## config.mk

```make
export PLATFORM = sky130hd
export DESIGN_NAME = multicycle_ctrl_flat
export DESIGN_NICKNAME = d
export VERILOG_FILES = /design/src/rtl/multicycle_ctrl_pkg.sv /design/src/rtl/multicycle_ctrl_if.sv /design/src/rtl/multicycle_ctrl_wait_timer.sv /design/src/rtl/multicycle_ctrl.sv /design/src/flat_wrapper.sv
export SDC_FILE = /design/constraint.sdc
export NUM_CORES = 1
export LEC_CHECK = 0
export CAP_MARGIN = 20
export CELL_PAD_IN_SITES_DETAIL_PLACEMENT = 1
export CELL_PAD_IN_SITES_GLOBAL_PLACEMENT = 2
export CORE_UTILIZATION = 29
export DETAILED_ROUTE_END_ITERATION = 6
export GPL_TIMING_DRIVEN = 0
export PLACE_DENSITY = 0.8
export SLEW_MARGIN = 40
export SYNTH_ARGS = -nofsm -noshare
export SYNTH_HDL_FRONTEND = slang
export SYNTH_SLANG_ARGS = --single-unit
```

## constraint.sdc

```tcl
create_clock -name clk -period 3.4 [get_ports clk]
set_input_delay 1.02 -clock clk [delete_from_list [all_inputs] [get_ports clk]]
set_output_delay 1.02 -clock clk [all_outputs]
set_load 0.02 [all_outputs]
```

## src/rtl/multicycle_ctrl_pkg.sv

```systemverilog
// Shared types and constants for the RV32I multi-cycle control sequencer.
// The opcode constants are also used by the instruction decoder.
package rv_ctrl_pkg;

  typedef enum logic [2:0] {
    S_FETCH,
    S_DECODE,
    S_EXEC,
    S_MEM,
    S_WB,
    S_TRAP
  } state_e;

  localparam logic [6:0] OPC_R      = 7'b0110011;
  localparam logic [6:0] OPC_I      = 7'b0010011;
  localparam logic [6:0] OPC_LOAD   = 7'b0000011;
  localparam logic [6:0] OPC_STORE  = 7'b0100011;
  localparam logic [6:0] OPC_BRANCH = 7'b1100011;
  localparam logic [6:0] OPC_JAL    = 7'b1101111;
  localparam logic [6:0] OPC_LUI    = 7'b0110111;

  typedef enum logic [1:0] {
    WB_ALU = 2'd0,
    WB_MEM = 2'd1,
    WB_PC4 = 2'd2,
    WB_IMM = 2'd3
  } wb_sel_e;

  typedef enum logic [1:0] {
    PC_PLUS4  = 2'd0,
    PC_BRANCH = 2'd1,
    PC_JUMP   = 2'd2
  } pc_sel_e;

  typedef enum logic [1:0] {
    CAUSE_NONE    = 2'd0,
    CAUSE_ILLEGAL = 2'd1,
    CAUSE_IMEM_TO = 2'd2,
    CAUSE_DMEM_TO = 2'd3
  } trap_cause_e;

  // Opcode class latched in DECODE; drives all later per-state decisions.
  typedef enum logic [2:0] {
    CLS_R,
    CLS_I,
    CLS_LOAD,
    CLS_STORE,
    CLS_BRANCH,
    CLS_JAL,
    CLS_LUI,
    CLS_ILLEGAL
  } op_class_e;

  function automatic op_class_e classify(input logic [6:0] opcode);
    case (opcode)
      OPC_R:      return CLS_R;
      OPC_I:      return CLS_I;
      OPC_LOAD:   return CLS_LOAD;
      OPC_STORE:  return CLS_STORE;
      OPC_BRANCH: return CLS_BRANCH;
      OPC_JAL:    return CLS_JAL;
      OPC_LUI:    return CLS_LUI;
      default:    return CLS_ILLEGAL;
    endcase
  endfunction

endpackage

```

## src/rtl/multicycle_ctrl_if.sv

```systemverilog
// Control bundle between the sequencer (master) and the datapath/memories (slave).
interface multicycle_ctrl_if #(
  parameter int unsigned N = 32
);
  logic [6:0]   opcode;
  logic         branch_taken;
  logic         imem_ready;
  logic         dmem_ready;
  logic         imem_req;
  logic         ir_we;
  logic         dmem_req;
  logic         dmem_we;
  logic         rf_we;
  logic [1:0]   wb_sel;
  logic         pc_we;
  logic [1:0]   pc_sel;
  logic         trap;
  logic [1:0]   trap_cause;
  logic [N-1:0] instret;

  modport master (
    input  opcode, branch_taken, imem_ready, dmem_ready,
    output imem_req, ir_we, dmem_req, dmem_we, rf_we, wb_sel,
           pc_we, pc_sel, trap, trap_cause, instret
  );

  modport slave (
    output opcode, branch_taken, imem_ready, dmem_ready,
    input  imem_req, ir_we, dmem_req, dmem_we, rf_we, wb_sel,
           pc_we, pc_sel, trap, trap_cause, instret
  );
endinterface

```

## src/rtl/multicycle_ctrl_wait_timer.sv

```systemverilog
// Memory wait timer shared by FETCH and MEM. Counts ready-low cycles and
// flags the last permitted cycle; TIMEOUT = 0 never expires.
module ctrl_wait_timer #(
  parameter int unsigned TIMEOUT = 16
) (
  input  logic clk,
  input  logic reset,
  input  logic clear_i,
  input  logic count_en_i,
  output logic expired_o
);
  localparam int unsigned CW = (TIMEOUT > 1) ? $clog2(TIMEOUT) : 1;
  localparam logic [CW-1:0] LAST = (TIMEOUT == 0) ? '0 : CW'(TIMEOUT - 1);

  logic [CW-1:0] count_q, count_d;

  // Next count: clear wins, otherwise advance and saturate at the last cycle.
  always_comb begin
    count_d = count_q;
    if (clear_i) begin
      count_d = '0;
    end else if (count_en_i && (count_q != LAST)) begin
      count_d = count_q + CW'(1);
    end
  end

  // Count register.
  always_ff @(posedge clk) begin
    if (reset) count_q <= '0;
    else       count_q <= count_d;
  end

  // Count holds the number of low cycles already seen, so LAST marks the
  // TIMEOUT-th cycle of the waiting state.
  assign expired_o = (TIMEOUT != 0) && (count_q == LAST);

endmodule

```

## src/rtl/multicycle_ctrl.sv

```systemverilog
// RV32I multi-cycle sequencer: FETCH/DECODE/EXEC/MEM/WB with a sticky TRAP,
// memory-ready timeouts and a retired-instruction counter.
module multicycle_ctrl
  import rv_ctrl_pkg::*;
#(
  parameter int unsigned N       = 32,
  parameter int unsigned TIMEOUT = 16
) (
  input logic               clk,
  input logic               reset,
  multicycle_ctrl_if.master bus
);

  state_e      state_q, state_d;
  op_class_e   cls_q, cls_d;
  trap_cause_e cause_q, cause_d;
  logic [N-1:0] instret_q;

  logic    retire;
  logic    imem_req, ir_we, dmem_req, dmem_we, rf_we, pc_we, trap;
  wb_sel_e wb_sel;
  pc_sel_e pc_sel;

  logic wait_active, wait_ready, wait_expired;

  assign wait_active = (state_q == S_FETCH) || (state_q == S_MEM);
  assign wait_ready  = (state_q == S_FETCH) ? bus.imem_ready : bus.dmem_ready;

  // Held at zero outside FETCH/MEM and on the completing cycle, so every
  // entry into a waiting state starts from zero.
  ctrl_wait_timer #(.TIMEOUT(TIMEOUT)) u_wait_timer (
    .clk        (clk),
    .reset      (reset),
    .clear_i    (!wait_active || wait_ready),
    .count_en_i (wait_active && !wait_ready),
    .expired_o  (wait_expired)
  );

  // Next state and per-state control outputs.
  always_comb begin
    // NOTE: every signal driven here gets a default first, so no path can infer a latch.
    state_d  = state_q;
    cls_d    = cls_q;
    cause_d  = cause_q;
    retire   = 1'b0;
    imem_req = 1'b0;
    ir_we    = 1'b0;
    dmem_req = 1'b0;
    dmem_we  = 1'b0;
    rf_we    = 1'b0;
    pc_we    = 1'b0;
    trap     = 1'b0;
    wb_sel   = WB_ALU;
    pc_sel   = PC_PLUS4;

    case (state_q)
      S_FETCH: begin
        imem_req = 1'b1;
        if (bus.imem_ready) begin
          ir_we   = 1'b1;
          state_d = S_DECODE;
        end else if (wait_expired) begin
          state_d = S_TRAP;
          cause_d = CAUSE_IMEM_TO;
        end
      end

      S_DECODE: begin
        cls_d = classify(bus.opcode);
        if (cls_d == CLS_ILLEGAL) begin
          state_d = S_TRAP;
          cause_d = CAUSE_ILLEGAL;
        end else begin
          state_d = S_EXEC;
        end
      end

      S_EXEC: begin
        case (cls_q)
          CLS_BRANCH: begin
            pc_we   = 1'b1;
            pc_sel  = bus.branch_taken ? PC_BRANCH : PC_PLUS4;
            retire  = 1'b1;
            state_d = S_FETCH;
          end
          CLS_LOAD, CLS_STORE: state_d = S_MEM;
          default:             state_d = S_WB;
        endcase
      end

      S_MEM: begin
        dmem_req = 1'b1;
        dmem_we  = (cls_q == CLS_STORE);
        if (bus.dmem_ready) begin
          if (cls_q == CLS_STORE) begin
            pc_we   = 1'b1;
            retire  = 1'b1;
            state_d = S_FETCH;
          end else begin
            state_d = S_WB;
          end
        end else if (wait_expired) begin
          state_d = S_TRAP;
          cause_d = CAUSE_DMEM_TO;
        end
      end

      S_WB: begin
        rf_we  = 1'b1;
        pc_we  = 1'b1;
        case (cls_q)
          CLS_LOAD: wb_sel = WB_MEM;
          CLS_JAL:  wb_sel = WB_PC4;
          CLS_LUI:  wb_sel = WB_IMM;
          default:  wb_sel = WB_ALU;
        endcase
        pc_sel  = (cls_q == CLS_JAL) ? PC_JUMP : PC_PLUS4;
        retire  = 1'b1;
        state_d = S_FETCH;
      end

      S_TRAP: trap = 1'b1;

      default: state_d = S_FETCH;
    endcase
  end

  // State, latched class, trap cause and retire counter.
  always_ff @(posedge clk) begin
    // NOTE: sequential state uses non-blocking assignments so all registers update from pre-edge values.
    if (reset) begin
      state_q   <= S_FETCH;
      cls_q     <= CLS_ILLEGAL;
      cause_q   <= CAUSE_NONE;
      instret_q <= '0;
    end else begin
      state_q <= state_d;
      cls_q   <= cls_d;
      cause_q <= cause_d;
      if (retire) instret_q <= instret_q + N'(1);
    end
  end

  // Everything reads zero while reset is held, even before the first reset edge.
  assign bus.imem_req   = imem_req & ~reset;
  assign bus.ir_we      = ir_we    & ~reset;
  assign bus.dmem_req   = dmem_req & ~reset;
  assign bus.dmem_we    = dmem_we  & ~reset;
  assign bus.rf_we      = rf_we    & ~reset;
  assign bus.pc_we      = pc_we    & ~reset;
  assign bus.trap       = trap     & ~reset;
  assign bus.wb_sel     = reset ? 2'd0 : wb_sel;
  assign bus.pc_sel     = reset ? 2'd0 : pc_sel;
  assign bus.trap_cause = reset ? 2'd0 : cause_q;
  assign bus.instret    = reset ? '0   : instret_q;

endmodule

```

## src/flat_wrapper.sv

```systemverilog
// flat-port wrapper written by rule: the top's interface ports become plain ports
module multicycle_ctrl_flat import rv_ctrl_pkg::*;
#(
  parameter int unsigned N       = 32,
  parameter int unsigned TIMEOUT = 16
)
  (clk, reset, bus_opcode, bus_branch_taken, bus_imem_ready, bus_dmem_ready, bus_imem_req, bus_ir_we, bus_dmem_req, bus_dmem_we, bus_rf_we, bus_wb_sel, bus_pc_we, bus_pc_sel, bus_trap, bus_trap_cause, bus_instret);
  multicycle_ctrl_if #(.N(N)) bus_i ();
  input logic clk;
  input logic reset;
  input wire logic [$bits(bus_i.opcode)-1:0] bus_opcode;
  input wire logic [$bits(bus_i.branch_taken)-1:0] bus_branch_taken;
  input wire logic [$bits(bus_i.imem_ready)-1:0] bus_imem_ready;
  input wire logic [$bits(bus_i.dmem_ready)-1:0] bus_dmem_ready;
  output wire logic [$bits(bus_i.imem_req)-1:0] bus_imem_req;
  output wire logic [$bits(bus_i.ir_we)-1:0] bus_ir_we;
  output wire logic [$bits(bus_i.dmem_req)-1:0] bus_dmem_req;
  output wire logic [$bits(bus_i.dmem_we)-1:0] bus_dmem_we;
  output wire logic [$bits(bus_i.rf_we)-1:0] bus_rf_we;
  output wire logic [$bits(bus_i.wb_sel)-1:0] bus_wb_sel;
  output wire logic [$bits(bus_i.pc_we)-1:0] bus_pc_we;
  output wire logic [$bits(bus_i.pc_sel)-1:0] bus_pc_sel;
  output wire logic [$bits(bus_i.trap)-1:0] bus_trap;
  output wire logic [$bits(bus_i.trap_cause)-1:0] bus_trap_cause;
  output wire logic [$bits(bus_i.instret)-1:0] bus_instret;
  assign bus_i.opcode = bus_opcode;
  assign bus_i.branch_taken = bus_branch_taken;
  assign bus_i.imem_ready = bus_imem_ready;
  assign bus_i.dmem_ready = bus_dmem_ready;
  assign bus_imem_req = bus_i.imem_req;
  assign bus_ir_we = bus_i.ir_we;
  assign bus_dmem_req = bus_i.dmem_req;
  assign bus_dmem_we = bus_i.dmem_we;
  assign bus_rf_we = bus_i.rf_we;
  assign bus_wb_sel = bus_i.wb_sel;
  assign bus_pc_we = bus_i.pc_we;
  assign bus_pc_sel = bus_i.pc_sel;
  assign bus_trap = bus_i.trap;
  assign bus_trap_cause = bus_i.trap_cause;
  assign bus_instret = bus_i.instret;
  multicycle_ctrl #(.N(N), .TIMEOUT(TIMEOUT)) u_core (.clk(clk), .reset(reset), .bus(bus_i));
endmodule
```

# Yosys cells after proc, flatten, opt, wreduce, memory -nomap -nowiden
# Cells that the tools add are included.
# word_totals
ff_bits,44
latch_bits,0
ram_bits,0
mem_bits_ro,0
in_bits,12
output_inout_bits,45
elab_cells,88
mem_count,0
# op_classes
add_sub_neg,2
mul,0
div_mod_pow,0
order_cmp,0
n_eq_ne,25
n_shift,0
n_mux,37
n_bitwise,8
reduce_logical,11
# ops
operator,n
"adder 32 x 1 -> 32 bit, second input constant",1
2-to-1 mux 32 bit,1
2-to-1 mux 2 bit,11
"== test 7 x 6 -> 1 bit, second input constant",3
case mux 3 bit (7 select lines),1
"== test 3 bit, second input constant",6
2-to-1 mux 3 bit,6
case mux 3 bit (5 select lines),1
"== test 7 bit, second input constant",2
"== test 3 x 2 -> 1 bit, second input constant",4
2-to-1 mux 1 bit,12
case mux 2 bit (3 select lines),2
"inequality test 2 bit, second input constant",4
AND 1 bit,7
"== test 7 x 2 -> 1 bit, second input constant",1
"== test 7 x 5 -> 1 bit, second input constant",1
case mux 3 bit (2 select lines),1
AND reduction 6 bit,1
"adder 4 x 1 -> 4 bit, second input constant",1
"== test 4 bit, second input constant",1
"inequality test 4 bit, second input constant",1
case mux 2 bit (2 select lines),1
OR reduction 2 bit,2
"== test 3 x 1 -> 1 bit, second input constant",1
8 further kinds,11

# Logic depth before layout (Yosys ltp)
# Gate-level depths: netlist (run 1).
# logic_depth
depth_word,6
ltp_mapped,7
ltp_nobuf,6

# Hierarchy
# A second synthesis (run 1) with hierarchy kept.
# hier_totals
hier_cells,331
hier_area_um2,2595.0
# by_module_without_submodules
module,n_inst,cells_per_inst,area_each_um2,seq_area_each_um2
multicycle_ctrl,1,309,2383.5,800.8
ctrl_wait_timer,1,22,211.5,80.1

# Worst setup path after synthesis (run 1)
# No wires, ideal clock.
# synth_timing
path_kind,input to output
start,in reset
end,out bus_ir_we
arrival_ns,2.219
t_required_ns,2.380
setup_slack_ns,0.161
path_stages,3
n_path_buf,1
path_cell_list,clkbuf_1 -> nor4_1 -> and2_1
# synth_between
elab_chain_cells,2
# synth_rtl
element,line_no,text
from (decl),flat_wrapper.sv:10,input logic reset;
inverter 1 bit,multicycle_ctrl.sv:146,assign bus.ir_we = ir_we & ~reset;
AND 1 bit,multicycle_ctrl.sv:146,
to (decl),flat_wrapper.sv:16,output wire logic [$bits(bus_i.ir_we)-1:0] bus_ir_we;
# No other way between the ends.

# Worst setup path after layout (run 1)
# layout_timing
start,in reset
end,out bus_instret[9]
# layout_between
elab_chain_cells,1
# layout_rtl
element,line_no,text
2-to-1 mux 32 bit,multicycle_ctrl.sv:155,assign bus.instret = reset ? '0 : instret_q;
to (decl),flat_wrapper.sv:25,output wire logic [$bits(bus_i.instret)-1:0] bus_instret;
# No other way between the ends.

==> results.ini, run 1 <==
[grt]
grt_pass1_wl_um=12900
grt_max_degree=13
antenna_found_initial=0
grt_pass1_vias=2561
track_usage_pct=18.2
grt.overflow.total=0

[critical_path]
crit_fanout=10
end_kind=primary output
arrival_ns=2.29
cp.required_ns=2.38
critPathLaunchType=input port
critical_path_class=input port to primary output

[clock_tree]
cts_root_buffer=clkbuf_8
clk_latency_ns=0.30
path_clk_slew_ns=0.08
tritoncts=yes
h-tree-depth=2
cts_max_path_buffers=2
clock-sinks=44
cts_buffers=5

[sta]
period_share_pct=97.3
finClkSkew_ns=0.00599
min_period_ns=3.31
hold-worst-slack_ns=0.488
maxSlewViolCount=0
worstMarginPinSlew_ns=0.592
rsz0062_at_grt=no
setup_slack_ns=0.0904
max-slew-margin-rel_pct=60.6
timing.fmax_mhz=302
setup_violations=0
hold_viol_final=0

[min_path]
hold_path.class=flop to flop

[route]
drc=0
wirelength_um=7780
vias=2603
wire_per_inst_um=15.5
antenna_left=0
first_pass_iters=4
via_per_inst=5.17
drtIter0Drc=79

[layout]
n_antenna_cell=0
area_growth_pct=31.2
fin_nets=408
multi_input_area_um2=1630
mostFrequentLayoutCell=dfxtp_1
drive_gt1_share_pct=8.35
final_cell_mix=dfxtp_1 (44), nor2_1 (40), dlygate4sd2_1 (37)
seq_area_um2=881
finalNonFillerCells=503
nFillCells=1083
post-route-util_pct=39.1

[pwr]
p_per_area_nw_per_um2=318
vdd_ir_drop_max_mv=0.134
p_leak_uw=0.00139
total_power_uw=1080

[logic_synthesis]
syn_avg_cell_area_um2=7.84
ys_types=54
ys_seq_area_share_pct=34.1
synth_cells=330
yosys_register_bits=44
synthFlopType=dfxtp_1
async_flop_share_pct=0
synth_edf_count=0
yosysWarnings=0
netlist_area_um2=2590
synth.net_count=344

[place]
placed_cells=494
portBuffers=56
dp_slack_ns=-1.40
gp_congestion=0.862
dpl.hpwl_um=5880

[floorplan]
initial_core_util_pct=29.8
core_um2=8680
fp-row-count=34
die_w_um=96.4
ios=57
dieArea_um2=9300
die_h_um=96.4

[status]
status=finished, final reports clean

[run]
cap_violations=0

metrics by stage:
stage	setup TNS, ns	area, µm²
detailed placement	-34.62	3280
global placement	-33.83	3280
floorplan	0	2590
global route	0	3390
finish	0	3390
CTS	0	3380
sequential cells by signal, summed over array words and instances (netlist names):
register,flops
u_core.instret_q,32
u_core.u_wait_timer.count_q,4
u_core.cls_q,3
u_core.state_q,3
u_core.cause_q,2
path summary, 6_finish.rpt:
kind	from	to	slack, ns	cells past startpoint
setup reg to reg	u_core.cls_q[0]	u_core.instret_q[10]	0.98	7
hold / removal	u_core.cause_q[0]	u_core.cause_q[0]	0.49	1
hold reg to reg	u_core.cause_q[0]	u_core.cause_q[0]	0.49	1
setup / recovery	reset	bus_instret[9]	0.09	6
cells by family after synthesis:
logic type | Yosys count | share of synthesized area [%]
AND/OR/NAND/NOR | 166 | 35.6
AO/OA/AOI/OAI | 74 | 18.9
flip-flops | 44 | 34.1
buffers and inverters | 26 | 4.11
XOR/XNOR | 14 | 4.74
multiplexers | 4 | 1.69
adder cells (fa/ha/maj) | 2 | 0.967
report_power, final:
group / total (µW) / internal [µW] / switching (µW)
Clock: 347 / 166 / 181
Combinational: 189 / 74.7 / 114
Sequential: 544 / 529 / 15.3
layer usage:
metal,global-route usage [%],vias up,part of all wire (%)
li1,-,1299,-
met1,24.5,1265,48
met3,2.97,4,2.6
met5,0,-,0
met2,30.4,35,48
met4,4.04,0,0.95
layout make-up:
class / count / area share [%]
Clock buffer: 8 / 2.65
Sequential cell: 44 / 26.0
Timing Repair Buffer: 57 / 15.4
Inverter: 10 / 1.11
Buffer: 16 / 2.88
Multi-Input combinational cell: 260 / 48.0
Tap cell: 108 / 3.98
what timing repair did:
action,in CTS,in global routing
pin swaps,1,0
buffers inserted,1,0
setup endpoints to repair,45,4
resized for setup,67,4
hold buffers,0,0
critical path, cell delays in order:
cell and delay, ns:
clkdlybuf4s15_2 0.27, clkbuf_4 0.24, buf_4 0.20, buf_6 0.18, nor2_1 0.05, dlygate4sd2_1 0.32
cells in the mapped netlist, drive strengths merged, types with 3 or more instances:
cell type   n  area share, %
mux2        3            1.3
nand3      13            2.5
or3        12            2.9
xor2       10            3.4
clkbuf     11            1.6
nor4        3            1.3
nand4       3           0.97
and3        6            1.5
nand2      23            3.3
o2111ai     5            2.4
inv        10            1.5
o21ai      24            4.6
or4         5            1.5
nor2       42            6.1
nor3        6            1.2
nand2b      6            1.5
dfxtp      44             34
o31ai       4            1.2
xnor2       4            1.4
o211ai      3            1.3
a21oi      21            4.1
nor3b       3            1.3
nor2b      34            8.2
buf         5            1.1
No activity file was read; power rests on OpenSTA's default activity.
==> run 2, diff against run 1 <==
--- a/config.mk
+++ b/config.mk
@@ -12,6 +12,7 @@
 export DETAILED_ROUTE_END_ITERATION = 6
 export GPL_TIMING_DRIVEN = 0
 export PLACE_DENSITY = 0.8
+export SKIP_CTS_REPAIR_TIMING = 1
 export SLEW_MARGIN = 40
 export SYNTH_ARGS = -nofsm -noshare
 export SYNTH_HDL_FRONTEND = slang
==> constraint.sdc (replaced) <==
create_clock -name clk -period 3.2 [get_ports clk]
set_input_delay 0.96 -clock clk [delete_from_list [all_inputs] [get_ports clk]]
set_output_delay 0.96 -clock clk [all_outputs]
set_load 0.02 [all_outputs]
==> run 2 against run 1 <==
Compared with the run above:
- clock power up 6.3%
- critical path depth down 2
- wire length up 0.76%
- flip-flop and latch count unchanged
- final cell count up 0.40%
- die area unchanged
- global-route usage down 0.069 points
- combinational power up 9%
- worst setup slack worse by 0.051 ns
- sequential share of layout area down 1.0 points
- design area up 4.1%
- first-iteration DRC count up 16%
==> results.ini, run 2 (synthesis results as in run 1) <==
[place]
portBuffers=56
placed_cells=494
dp_slack_ns=-1.48
dpl.hpwl_um=5880
place_area_um2=3280
gp_congestion=0.862

[pwr]
vdd_ir_drop_max_mv=0.142
sw_frac_of_total_pct=28.7
p_per_area_nw_per_um2=326
pwr-share-seq_pct=50.1
total_power_uw=1150
pwr-share-comb_pct=17.9
p_leak_uw=0.00188
pwr-share-clk_pct=32.0
power.switching_uw=331
internal-power_uw=822

[sta]
period_share_pct=98.8
setup_violations=0
rsz0062_at_grt=yes
max-slew-margin-rel_pct=61.2
worstMarginPinSlew_ns=0.582
maxSlewViolCount=0
finClkSkew_ns=0.00821
timing.fmax_mhz=316
setup_slack_ns=0.0391
min_period_ns=3.16
hold_viol_final=0

[layout]
drive_gt1_share_pct=9.32
final_cell_mix=dfxtp_1 (44), nor2_1 (40), dlymetal6s2s_1 (38)
post-route-util_pct=40.7
largest_register=u_core.instret_q
fin_nets=410
mostFrequentLayoutCell=dfxtp_1
reg_top3=u_core.instret_q: 32 flops, u_core.u_wait_timer.count_q: 4 flops
n_antenna_cell=0
finalNonFillerCells=505
stdcell_area_um2=3530
largest_reg_flops=32
area_growth_pct=36.6

[grt]
grt_pass1_vias=2548
grt.overflow.total=0
grt_max_degree=13
antenna_found_initial=0
track_usage_pct=18.1
grt_pass1_wl_um=12800

[run]
cap_violations=0

[critical_path]
path_cells=clkbuf_2, clkbuf_4, nor2b_1, clkdlybuf4s50_1
reg2reg_depth=8
end_kind=primary output
cpMaxStageDelayCell=clkdlybuf4s50_1
critPathLaunchType=input port
critPathLaunch=reset
arrival_ns=2.20
critical_path_class=input port to primary output
r2r_start=u_core.cls_q[0]
critPathMaxStageDelay_ns=0.65
crit_fanout=10
cp.required_ns=2.24
r2r_end=u_core.instret_q[10]
rrSetupSlack_ns=0.70

[clock_tree]
path_clk_slew_ns=0.08
h-tree-depth=2
cts_root_buffer=clkbuf_8
clk_latency_ns=0.30
clock-sinks=44
tritoncts=yes
cts_max_path_buffers=2
cts_buffers=5

[floorplan]
dieArea_um2=9300
die_w_um=96.4
die_h_um=96.4
core_um2=8680
initial_core_util_pct=29.8
fp-row-count=34
ios=57

[route]
wire_per_inst_um=15.5
first_pass_iters=4
vias=2619
drc=0
via_per_inst=5.19
antenna_left=0
wirelength_um=7840
drtIter0Drc=92

[min_path]
hold_path.class=flop to flop
holdCritStartpoint=u_core.cause_q[0]
hold_depth=1
min_to=u_core.cause_q[0]

[status]
status=finished, final reports clean

## run 2: metal layers
metal,share of wire (%),vias up,global-route usage [%]
met3,2.9,4,3.05
met2,48,38,30.4
li1,-,1298,-
met4,0.94,0,4.04
met1,49,1279,24.3
met5,0,-,0
## run 2: worst max-delay path, delay by kind of cell
family	cells	cell delay (ns)
and+or+nand+nor	1	0.22
buffers and inverters	3	1.01
## run 2: layout make-up
type,count,area [µm²]
repair buffers,59,663
clock buffers,8,90.1
inverters,10,37.5
plain buffers,16,90.1
fillers,1053,5150
well taps,108,135
flip-flops and latches,44,881
multi-input cells,260,1640
## run 2: how the worst max path moves through the flow
stage | endpoint | slack [ns]
2_1_floorplan | bus_ir_we | 0.08
3_5_place_dp | bus_pc_we | -1.48
6_report | bus_instret[17] | 0.04
3_3_place_gp | bus_pc_we | -1.48
4_1_cts | bus_pc_we | -1.48
5_1_grt | bus_pc_sel[0] | -0.001
## run 2: power groups by stage
stage / Clock, µW / Sequential, µW / Combinational (µW)
after detailed placement: 0 / 591 / 193
after CTS: 380 / 578 / 194
after global routing: 405 / 580 / 228
final: 369 / 578 / 206
after global placement: 0 / 590 / 190
after floorplan: 0 / 587 / 120
## run 2: per-stage QoR
stage,hold WS (ns),TNS [ns]
3_3_place_gp,0.449,-38.07
2_1_floorplan,0.433,0
4_1_cts,0.486,-38.32
3_5_place_dp,0.457,-39.10
5_1_grt,0.498,-0.00145
6_report,0.487,0
==> run 3, diff against run 2 <==
--- a/config.mk
+++ b/config.mk
@@ -8,10 +8,11 @@
 export CAP_MARGIN = 20
 export CELL_PAD_IN_SITES_DETAIL_PLACEMENT = 1
 export CELL_PAD_IN_SITES_GLOBAL_PLACEMENT = 2
-export CORE_UTILIZATION = 29
+export CORE_UTILIZATION = 31
 export DETAILED_ROUTE_END_ITERATION = 6
 export GPL_TIMING_DRIVEN = 0
-export PLACE_DENSITY = 0.8
+export MAX_ROUTING_LAYER = met4
+export PLACE_DENSITY = 0.85
 export SKIP_CTS_REPAIR_TIMING = 1
 export SLEW_MARGIN = 40
 export SYNTH_ARGS = -nofsm -noshare
==> constraint.sdc (replaced) <==
create_clock -name clk -period 4 [get_ports clk]
set_input_delay 1.2 -clock clk [delete_from_list [all_inputs] [get_ports clk]]
set_output_delay 1.2 -clock clk [all_outputs]
set_load 0.02 [all_outputs]
==> run 3 against run 2 <==
Compared with the run above:
- clock power fell by 7.0%
- register-to-register slack improved by 0.90 ns
- power down 16%
- die area shrank 6.3%
- wire length down 3.3%
- via count down 0.53%
- worst hold slack improved by 0.0013 ns
- count of clock-buffer cells in the layout fell by 2
- critical endpoint is now bus_instret[9]
- worst setup slack improved by 0.058 ns
- combinational power decreased by 23%
- design area down 3.4%
==> results.ini, run 3 (synthesis results as in run 1) <==
[status]
status=finished, final reports clean

[grt]
grt_max_degree=14
track_usage_pct=19.0
grt_pass1_wl_um=12600
antenna_found_initial=0
grt.overflow.total=0
grt_pass1_vias=2516

[sta]
hold_viol_final=0
worstMarginPinSlew_ns=0.610
period_share_pct=97.6
rsz0062_at_grt=no
max-slew-margin-rel_pct=59.3
setup_slack_ns=0.0969
min_period_ns=3.90
maxSlewViolCount=0
setup_violations=0
timing.fmax_mhz=256
finClkSkew_ns=0.0131

[place]
portBuffers=56
place_area_um2=3270
gp_congestion=0.838
placed_cells=488
dpl.hpwl_um=5620
dp_slack_ns=-1.14

[min_path]
hold_path.class=flop to flop
min_to=u_core.cause_q[0]
holdCritStartpoint=u_core.cause_q[0]
hold_depth=1

[critical_path]
rrSetupSlack_ns=1.60
arrival_ns=2.70
cp.required_ns=2.80
r2r_end=u_core.instret_q[10]
critPathLaunchType=input port
crit_fanout=10
critical_path_class=input port to primary output
reg2reg_depth=7
r2r_start=u_core.cls_q[0]
end_kind=primary output

[pwr]
p_per_area_nw_per_um2=282
power.switching_uw=265
internal-power_uw=698
sw_frac_of_total_pct=27.5
pwr-share-comb_pct=16.4
pwr-share-clk_pct=35.6
vdd_ir_drop_max_mv=0.118
pwr-share-seq_pct=48.1
p_leak_uw=0.00124

[route]
vias=2605
drtIter0Drc=60
via_per_inst=5.25
first_pass_iters=4
wire_per_inst_um=15.3
wirelength_um=7580
antenna_left=0
drc=0

[floorplan]
fp-row-count=32
ios=57
dieArea_um2=8710
die_w_um=93.3
core_um2=7890
die_h_um=93.3
initial_core_util_pct=32.8

[layout]
reg_top3=u_core.instret_q: 32 flops, u_core.u_wait_timer.count_q: 4 flops
nFillCells=977
stdcell_area_um2=3410
fin_nets=407
area_growth_pct=32.0
post-route-util_pct=43.3
final_cell_mix=clkdlybuf4s50_1 (50), dfxtp_1 (44), nor2_1 (41)
n_antenna_cell=0
drive_gt1_share_pct=7.36
largest_reg_flops=32
finalNonFillerCells=496
largest_register=u_core.instret_q
mostFrequentLayoutCell=clkdlybuf4s50_1

[clock_tree]
h-tree-depth=2
cts_buffers=5
tritoncts=yes
path_clk_slew_ns=0.08
cts_max_path_buffers=2
clk_latency_ns=0.31
clock-sinks=44
cts_root_buffer=clkbuf_8

[run]
cap_violations=0

run 3: changes by cell type in the layout (fill, tap and decap cells not counted), sizes merged:
| cell | change |
|---|---|
| dlymetal6s2s | -34 |
| clkinv | +1 |
| bufinv | +1 |
| clkdlybuf4s50 | +35 |
| buf | -6 |
run 3: metrics by stage:
step / TNS (ns) / power [µW] / hold slack, ns
after detailed placement: -22.64 / 626 / 0.472
final: 0 / 963 / 0.489
after floorplan: 0 / 565 / 0.433
after global routing: 0 / 1010 / 0.513
after CTS: -22.85 / 974 / 0.495
after global placement: -22.83 / 624 / 0.448
run 3: layer usage:
| metal | up-vias | part of all wire, % | global-route usage, % |
|---|---|---|---|
| met2 | 45 | 47 | 30.0 |
| met4 | 0 | 1.3 | 5.90 |
| met5 | - | 0 | - |
| met1 | 1261 | 49 | 25.1 |
| li1 | 1290 | - | - |
| met3 | 9 | 2.8 | 2.68 |
run 3: power groups by stage:
stage / Combinational [µW] / Clock [µW] / Sequential, µW
final: 158 / 343 / 463
after global routing: 172 / 371 / 465
after CTS: 154 / 357 / 463
after detailed placement: 153 / 0 / 473
after global placement: 151 / 0 / 472
after floorplan: 96.1 / 0 / 469
run 3: worst max-delay path by stage:
stage	endpoint	start	cells after the start
after global placement	bus_instret[30]	reset	6
final	bus_instret[9]	reset	6
after global routing	bus_instret[9]	reset	6
after floorplan	bus_ir_we	reset	3
after detailed placement	bus_instret[30]	reset	6
after CTS	bus_instret[30]	reset	6
run 3: worst max-delay path, stage by stage:
cell and delay (ns):
clkbuf_2 0.15, clkbuf_4 0.21, clkbuf_4 0.20, clkbuf_4 0.23, nor2_1 0.11, clkdlybuf4s50_1 0.61
run 3: final cells by class:
class                   count  area [µm²]  area share [%]
plain buffers              16        91.3            2.68
clock buffers               6        72.6            2.13
clock inverters             2        35.0            1.03
inverters                  10        37.5            1.10
multi-input cells         260        1610            47.1
flip-flops and latches     44         881            25.8
well taps                 102         128            3.74
repair buffers             56         561            16.4
